File: src/rtl/vga_timing_pkg.sv
// Shared constants and helpers for the VGA raster timing generator.
// Defaults describe 640x480@60 from a 100 MHz system clock.
package vga_timing_pkg;

    localparam int DEF_CLK_DIV  = 4;
    localparam int DEF_CNT_W    = 10;
    localparam int DEF_H_VIS    = 640;
    localparam int DEF_H_FP     = 16;
    localparam int DEF_H_SYNC   = 96;
    localparam int DEF_H_BP     = 48;
    localparam int DEF_V_VIS    = 480;
    localparam int DEF_V_FP     = 10;
    localparam int DEF_V_SYNC   = 2;
    localparam int DEF_V_BP     = 33;
    localparam int DEF_SYNC_POL = 0;

    // Full period of one axis (visible + porches + sync)
    function automatic int total_len(input int vis, input int fp, input int sync, input int bp);
        return vis + fp + sync + bp;
    endfunction

    // First count at which the sync pulse is asserted
    function automatic int sync_start(input int vis, input int fp);
        return vis + fp;
    endfunction

    // First count after the sync pulse (exclusive end)
    function automatic int sync_end(input int vis, input int fp, input int sync);
        return vis + fp + sync;
    endfunction

endpackage

File: src/rtl/vga_timing_gen_if.sv
// Raster timing bundle from the timing generator to its consumers.
// frame_cnt exists only when VGA_FRAME_CNT_EN is defined.
interface vga_timing_gen_if #(
    parameter int CNT_W = 10
);
    logic             pix_en;
    logic [CNT_W-1:0] h_count;
    logic [CNT_W-1:0] v_count;
    logic             h_sync;
    logic             v_sync;
    logic             video_on;
    logic             line_start;
    logic             frame_start;
`ifdef VGA_FRAME_CNT_EN
    logic [15:0]      frame_cnt;
`endif

    modport master (
        output pix_en, h_count, v_count, h_sync, v_sync,
        output video_on, line_start, frame_start
`ifdef VGA_FRAME_CNT_EN
        , output frame_cnt
`endif
    );

    modport slave (
        input pix_en, h_count, v_count, h_sync, v_sync,
        input video_on, line_start, frame_start
`ifdef VGA_FRAME_CNT_EN
        , input frame_cnt
`endif
    );
endinterface

File: src/rtl/vga_pix_en_div.sv
// Pixel-enable divider: one-clk pix_en every CLK_DIV system clocks.
// pix_en is registered so it stays low in reset even when CLK_DIV==1.
module vga_pix_en_div import vga_timing_pkg::*; #(
    parameter int CLK_DIV = DEF_CLK_DIV
) (
    input  logic clk,
    input  logic reset,
    output logic pix_en
);
    localparam int DIV_W = (CLK_DIV > 1) ? $clog2(CLK_DIV) : 1;
    localparam logic [DIV_W-1:0] DIV_LAST = DIV_W'(CLK_DIV - 1);

    logic [DIV_W-1:0] div_reg;
    logic [DIV_W-1:0] div_next;
    logic             pix_en_reg;

    // Next divider value, wrapping after CLK_DIV-1
    always_comb begin
        div_next = (div_reg == DIV_LAST) ? '0 : div_reg + DIV_W'(1);
    end

    // pix_en coincides with the cycle in which the divider sits at its last value
    always_ff @(posedge clk) begin
        if (!reset) begin
            div_reg    <= '0;
            pix_en_reg <= 1'b0;
        end else begin
            div_reg    <= div_next;
            pix_en_reg <= (div_next == DIV_LAST);
        end
    end

    assign pix_en = pix_en_reg;
endmodule

File: src/rtl/vga_timing_gen.sv
// Parametrised VGA raster timing generator.
// Optional feature: define VGA_FRAME_CNT_EN to add a 16-bit completed-frame counter.
// All outputs are registered from the next counter values so they line up with the counts.
module vga_timing_gen import vga_timing_pkg::*; #(
    parameter int CLK_DIV  = DEF_CLK_DIV,
    parameter int CNT_W    = DEF_CNT_W,
    parameter int H_VIS    = DEF_H_VIS,
    parameter int H_FP     = DEF_H_FP,
    parameter int H_SYNC   = DEF_H_SYNC,
    parameter int H_BP     = DEF_H_BP,
    parameter int V_VIS    = DEF_V_VIS,
    parameter int V_FP     = DEF_V_FP,
    parameter int V_SYNC   = DEF_V_SYNC,
    parameter int V_BP     = DEF_V_BP,
    parameter int SYNC_POL = DEF_SYNC_POL
) (
    input  logic              clk,
    input  logic              reset,
    vga_timing_gen_if.master  vga
);
    localparam logic [CNT_W-1:0] H_LAST   = CNT_W'(total_len(H_VIS, H_FP, H_SYNC, H_BP) - 1);
    localparam logic [CNT_W-1:0] V_LAST   = CNT_W'(total_len(V_VIS, V_FP, V_SYNC, V_BP) - 1);
    localparam logic [CNT_W-1:0] H_VIS_C  = CNT_W'(H_VIS);
    localparam logic [CNT_W-1:0] V_VIS_C  = CNT_W'(V_VIS);
    localparam logic [CNT_W-1:0] HS_START = CNT_W'(sync_start(H_VIS, H_FP));
    localparam logic [CNT_W-1:0] HS_END   = CNT_W'(sync_end(H_VIS, H_FP, H_SYNC));
    localparam logic [CNT_W-1:0] VS_START = CNT_W'(sync_start(V_VIS, V_FP));
    localparam logic [CNT_W-1:0] VS_END   = CNT_W'(sync_end(V_VIS, V_FP, V_SYNC));
    localparam logic             SYNC_ACT = (SYNC_POL != 0);

    logic             pix_en;
    logic [CNT_W-1:0] h_count_reg, h_next;
    logic [CNT_W-1:0] v_count_reg, v_next;
    logic             h_sync_reg;
    logic             v_sync_reg;
    logic             video_on_reg;
    logic             line_start_reg;
    logic             frame_start_reg;

    vga_pix_en_div #(
        .CLK_DIV (CLK_DIV)
    ) u_div (
        .clk    (clk),
        .reset  (reset),
        .pix_en (pix_en)
    );

    // Counter values after the next pixel tick
    always_comb begin
        h_next = h_count_reg + CNT_W'(1);
        v_next = v_count_reg;
        if (h_count_reg == H_LAST) begin
            h_next = '0;
            v_next = (v_count_reg == V_LAST) ? '0 : v_count_reg + CNT_W'(1);
        end
    end

    // Raster counters and the outputs decoded from the values they are about to take
    always_ff @(posedge clk) begin
        if (!reset) begin
            h_count_reg     <= '0;
            v_count_reg     <= '0;
            h_sync_reg      <= ~SYNC_ACT;
            v_sync_reg      <= ~SYNC_ACT;
            video_on_reg    <= 1'b0;
            line_start_reg  <= 1'b0;
            frame_start_reg <= 1'b0;
        end else if (pix_en) begin
            h_count_reg     <= h_next;
            v_count_reg     <= v_next;
            h_sync_reg      <= (h_next >= HS_START && h_next < HS_END) ? SYNC_ACT : ~SYNC_ACT;
            v_sync_reg      <= (v_next >= VS_START && v_next < VS_END) ? SYNC_ACT : ~SYNC_ACT;
            video_on_reg    <= (h_next < H_VIS_C) && (v_next < V_VIS_C);
            line_start_reg  <= (h_next == '0);
            frame_start_reg <= (h_next == '0) && (v_next == '0);
        end else begin
            line_start_reg  <= 1'b0;
            frame_start_reg <= 1'b0;
        end
    end

`ifdef VGA_FRAME_CNT_EN
    logic [15:0] frame_cnt_reg;

    // Completed frames, bumped together with frame_start and wrapping at 16 bits
    always_ff @(posedge clk) begin
        if (!reset) begin
            frame_cnt_reg <= '0;
        end else if (pix_en && h_next == '0 && v_next == '0) begin
            frame_cnt_reg <= frame_cnt_reg + 16'd1;
        end
    end

    assign vga.frame_cnt = frame_cnt_reg;
`else
    // No frame counter in this build
`endif

    assign vga.pix_en      = pix_en;
    assign vga.h_count     = h_count_reg;
    assign vga.v_count     = v_count_reg;
    assign vga.h_sync      = h_sync_reg;
    assign vga.v_sync      = v_sync_reg;
    assign vga.video_on    = video_on_reg;
    assign vga.line_start  = line_start_reg;
    assign vga.frame_start = frame_start_reg;
endmodule
File: src/flat_wrapper.sv
// flat-port wrapper written by rule: the top's interface ports become plain ports
module vga_timing_gen_flat import vga_timing_pkg::*;
#(
    parameter int CLK_DIV  = DEF_CLK_DIV,
    parameter int CNT_W    = DEF_CNT_W,
    parameter int H_VIS    = DEF_H_VIS,
    parameter int H_FP     = DEF_H_FP,
    parameter int H_SYNC   = DEF_H_SYNC,
    parameter int H_BP     = DEF_H_BP,
    parameter int V_VIS    = DEF_V_VIS,
    parameter int V_FP     = DEF_V_FP,
    parameter int V_SYNC   = DEF_V_SYNC,
    parameter int V_BP     = DEF_V_BP,
    parameter int SYNC_POL = DEF_SYNC_POL
)
  (clk, reset, vga_pix_en, vga_h_count, vga_v_count, vga_h_sync, vga_v_sync, vga_video_on, vga_line_start, vga_frame_start);
  vga_timing_gen_if #(.CNT_W(CNT_W)) vga_i ();
  input  logic clk;
  input  logic reset;
  output wire logic [$bits(vga_i.pix_en)-1:0] vga_pix_en;
  output wire logic [$bits(vga_i.h_count)-1:0] vga_h_count;
  output wire logic [$bits(vga_i.v_count)-1:0] vga_v_count;
  output wire logic [$bits(vga_i.h_sync)-1:0] vga_h_sync;
  output wire logic [$bits(vga_i.v_sync)-1:0] vga_v_sync;
  output wire logic [$bits(vga_i.video_on)-1:0] vga_video_on;
  output wire logic [$bits(vga_i.line_start)-1:0] vga_line_start;
  output wire logic [$bits(vga_i.frame_start)-1:0] vga_frame_start;
  assign vga_pix_en = vga_i.pix_en;
  assign vga_h_count = vga_i.h_count;
  assign vga_v_count = vga_i.v_count;
  assign vga_h_sync = vga_i.h_sync;
  assign vga_v_sync = vga_i.v_sync;
  assign vga_video_on = vga_i.video_on;
  assign vga_line_start = vga_i.line_start;
  assign vga_frame_start = vga_i.frame_start;
  vga_timing_gen #(.CLK_DIV(CLK_DIV), .CNT_W(CNT_W), .H_VIS(H_VIS), .H_FP(H_FP), .H_SYNC(H_SYNC), .H_BP(H_BP), .V_VIS(V_VIS), .V_FP(V_FP), .V_SYNC(V_SYNC), .V_BP(V_BP), .SYNC_POL(SYNC_POL)) u_core (.clk(clk), .reset(reset), .vga(vga_i));
endmodule
File: config.mk
export PLATFORM = sky130hd
export DESIGN_NAME = vga_timing_gen_flat
export DESIGN_NICKNAME = d
export VERILOG_FILES = /design/src/rtl/vga_timing_pkg.sv /design/src/rtl/vga_timing_gen_if.sv /design/src/rtl/vga_pix_en_div.sv /design/src/rtl/vga_timing_gen.sv /design/src/flat_wrapper.sv
export SDC_FILE = /design/constraint.sdc
export NUM_CORES = 1
export LEC_CHECK = 0
export CAP_MARGIN = 20
export CORE_MARGIN = 2
export CORE_UTILIZATION = 49
export DETAILED_ROUTE_END_ITERATION = 8
export MAX_ROUTING_LAYER = met4
export PLACE_DENSITY = 0.76
export SYNTH_ARGS = -nofsm -noshare
export SYNTH_HDL_FRONTEND = slang
export SYNTH_SLANG_ARGS = --single-unit
File: constraint.sdc
create_clock -name clk -period 1.93 [get_ports clk]
set_input_delay 0.193 -clock clk [delete_from_list [all_inputs] [get_ports clk]]
set_output_delay 0.193 -clock clk [all_outputs]
set_load 0.05 [all_outputs]
==> impl_results.md <==
- Synth cell types: 54
- Die Area: 4350 µm²
- Endpoint class of the critical path: flip-flop
- First-pass GRT wire length: 8170 µm
- CP Max Fanout: 6
- Cell Pwr Density: 410 nW/µm²
- Worst hold path type: flip-flop to flip-flop
- Final ANT Viol Nets: 0
- Footprint of the multi-input gates: 1290 µm²
- Via count: 1882
- Setup_tns: -0.361 ns
- Outcome: finished, violations left
- Area Growth Syn to Fin: 39.5%
- Family with the most delay on the worst path: simple AND/OR/NAND/NOR gates
- Final setup vio count: 5
- # diodes: 0
- CTS tree: built
- Max_cap viols: 0
- Crit path kind: flip-flop to flip-flop
- GRT Overall Usage: 0.247
- Setup WS post-layout: -0.124 ns
- Detailed Routing Iterations Pass 1: 4
- EDFF count, synth: 0
- Via density per instance: 5.81
- Fmax: 487 MHz
- CTS Buf Count: 3
- CP Data Required Time: 2.16 ns
- CP bufs+invs: 0
- Crit path DAT: 2.28 ns
- Final core occ: 0.712
- GPL Wtd Cong: 0.902
- Die W: 66.0 µm
- Ports: 28
- CP max-delay cell: or4b_4
- Slew @ Worst Pin: 0.517 ns
- Area share of the largest cell type after synthesis: 0.298
- Commonest cells post-synth: dfxtp_1, nand2_1, and2_1
- Iteration-0 DRC count of the detailed router: 138
- Nature of the critical path startpoint: flip-flop
- Starting density of the core: 0.511
- Max H-tree Level: 1
- CP peak stage delay: 0.62 ns
- Longest Clk Path Bufs: 2
- Root buf cell: clkbuf_8
- Fill cell count: 304
- Skew-Pair Late Insertion Delay: 0.28 ns
- Violated checks: setup timing
- Slew Limit Headroom: 0.654
- Synth Warn #: 0
- Setup slack after placement: -0.0877 ns
- Register area: 599 µm²
- Leak: 1.03 nW
- Crit path cell chain: or4b_4, nor4_4, xor2_1, a2111oi_0, and4_1
- Synth Flop Type: dfxtp_1
- Core area: 3690 µm²
- CTS clk-pin slew, worst paths: 0.10 ns
- Largest cells by area after synthesis: dfxtp_1, and2_1, xnor2_1, nand2_1, ha_1
- Largest vdd supply drop: 0.263 mV
- Crit path time final: 2.05 ns
- Grt total ovfl: 0
- Nets@finish: 284
- Skew final: 0.00301 ns
- Final Cycle Share: 1.06
- Row cnt: 22
- Initial antenna violation count: 0
- Final hold violations: 0
- Min Hold Slack: 0.467 ns
- Post-Syn Instances: 226
- Mapped cell area: 1880 µm²
- Count leader, synth: dfxtp_1
- Die Ht: 66.0 µm
- Sequential area share after synthesis: 0.298
- #FFs+latches synth: 28
- Sink Count: 28
- Port buffer count: 27
- DRC: 0
- Pins over their slew limit: 0
- DR WL/cell: 15.3 µm
- Total wire length: 4970 µm
- Largest net degree at the start of global routing: 28
- Unrepaired setup endpoints after global routing: true
- Final HPWL DP: 3400 µm
- Post-synth ARST share: 0
- Share of cells above drive strength 1: 0.312
- Post-layout power: 1.08 mW
- Vias in the first global route: 1672
- Largest area contributor in the netlist: dfxtp_1
- Syn Nets: 233
- Avg Inst Size Synth: 8.33 µm²
[layout make-up]
type	instances	area share
flip-flops and latches	28	0.228
inverters	6	0.00858
well taps	48	0.0229
repair buffers	66	0.227
clock buffers	4	0.0210
multi-input cells	172	0.492
[cells by family (layout without fill, tap and decap cells)]
family | Yosys count | after routing | share of synthesized area
adders and majority gates | 5 | 5 | 0.0332
xor gates and xnor gates | 13 | 13 | 0.0605
and+or+nand+nor | 99 | 99 | 0.334
DFF | 28 | 28 | 0.298
buffers and inverters | 26 | 76 | 0.0631
AOI/OAI and AO/OA | 48 | 48 | 0.173
muxes | 7 | 7 | 0.0379
[report_power, final]
group	internal (mW)	switching, mW	total, mW	leakage, nW
registers	0.580	0.00978	0.589	0.236
logic	0.0457	0.0633	0.109	0.768
clock network	0.183	0.196	0.379	0.0288
total	0.808	0.269	1.08	1.03
[placed cells by master (no fill, tap or decap), types with 6 or more instances in the layout]
master / n
a21oi_1: 8
and2_1: 15
buf_4: 36
clkdlybuf4s50_1: 24
dfxtp_1: 13
dfxtp_2: 7
dfxtp_4: 8
inv_1: 6
nand2_1: 16
nand3_1: 11
nand4_1: 8
nor2_1: 6
nor2b_1: 8
o21ai_0: 10
xnor2_1: 10
[timing repair]
item / CTS / global route
gates resized for setup: 2 / 15
buffers inserted: 4 / 4
endpoints found under the hold margin: 0 / 0
pin swaps: 6 / 8
setup endpoints to repair: 6 / 13
hold buffers: 0 / 0
[layer usage]
| layer | global-route usage | vias to the layer above | routed length [µm] |
|---|---|---|---|
| met1 | 0.361 | 892 | 2350 |
| met3 | 0.0273 | 7 | 249 |
| met5 | - | - | 0 |
| li1 | - | 930 | - |
| met2 | 0.365 | 53 | 2320 |
| met4 | 0.0638 | 0 | 55 |
[worst paths after layout]
kind / start / end / slack [ns] / cells past startpoint
setup / recovery: u_core.vga.h_count[7] / u_core.vga.frame_start / -0.12 / 5
hold / removal: u_core.u_div.div_reg[0] / u_core.u_div.div_reg[0] / 0.47 / 1
setup reg to reg: u_core.vga.h_count[7] / u_core.vga.frame_start / -0.12 / 5
hold reg to reg: u_core.u_div.div_reg[0] / u_core.u_div.div_reg[0] / 0.47 / 1
[through the flow]
| stage | cells | area [µm²] |
|---|---|---|
| finish | 324 | 2630 |
| detailed placement | 312 | 2450 |
| floorplan | 226 | 1980 |
| CTS | 320 | 2540 |
| global placement | 312 | 2450 |
| global route | 324 | 2630 |
No activity file was read; power rests on OpenSTA's default activity.
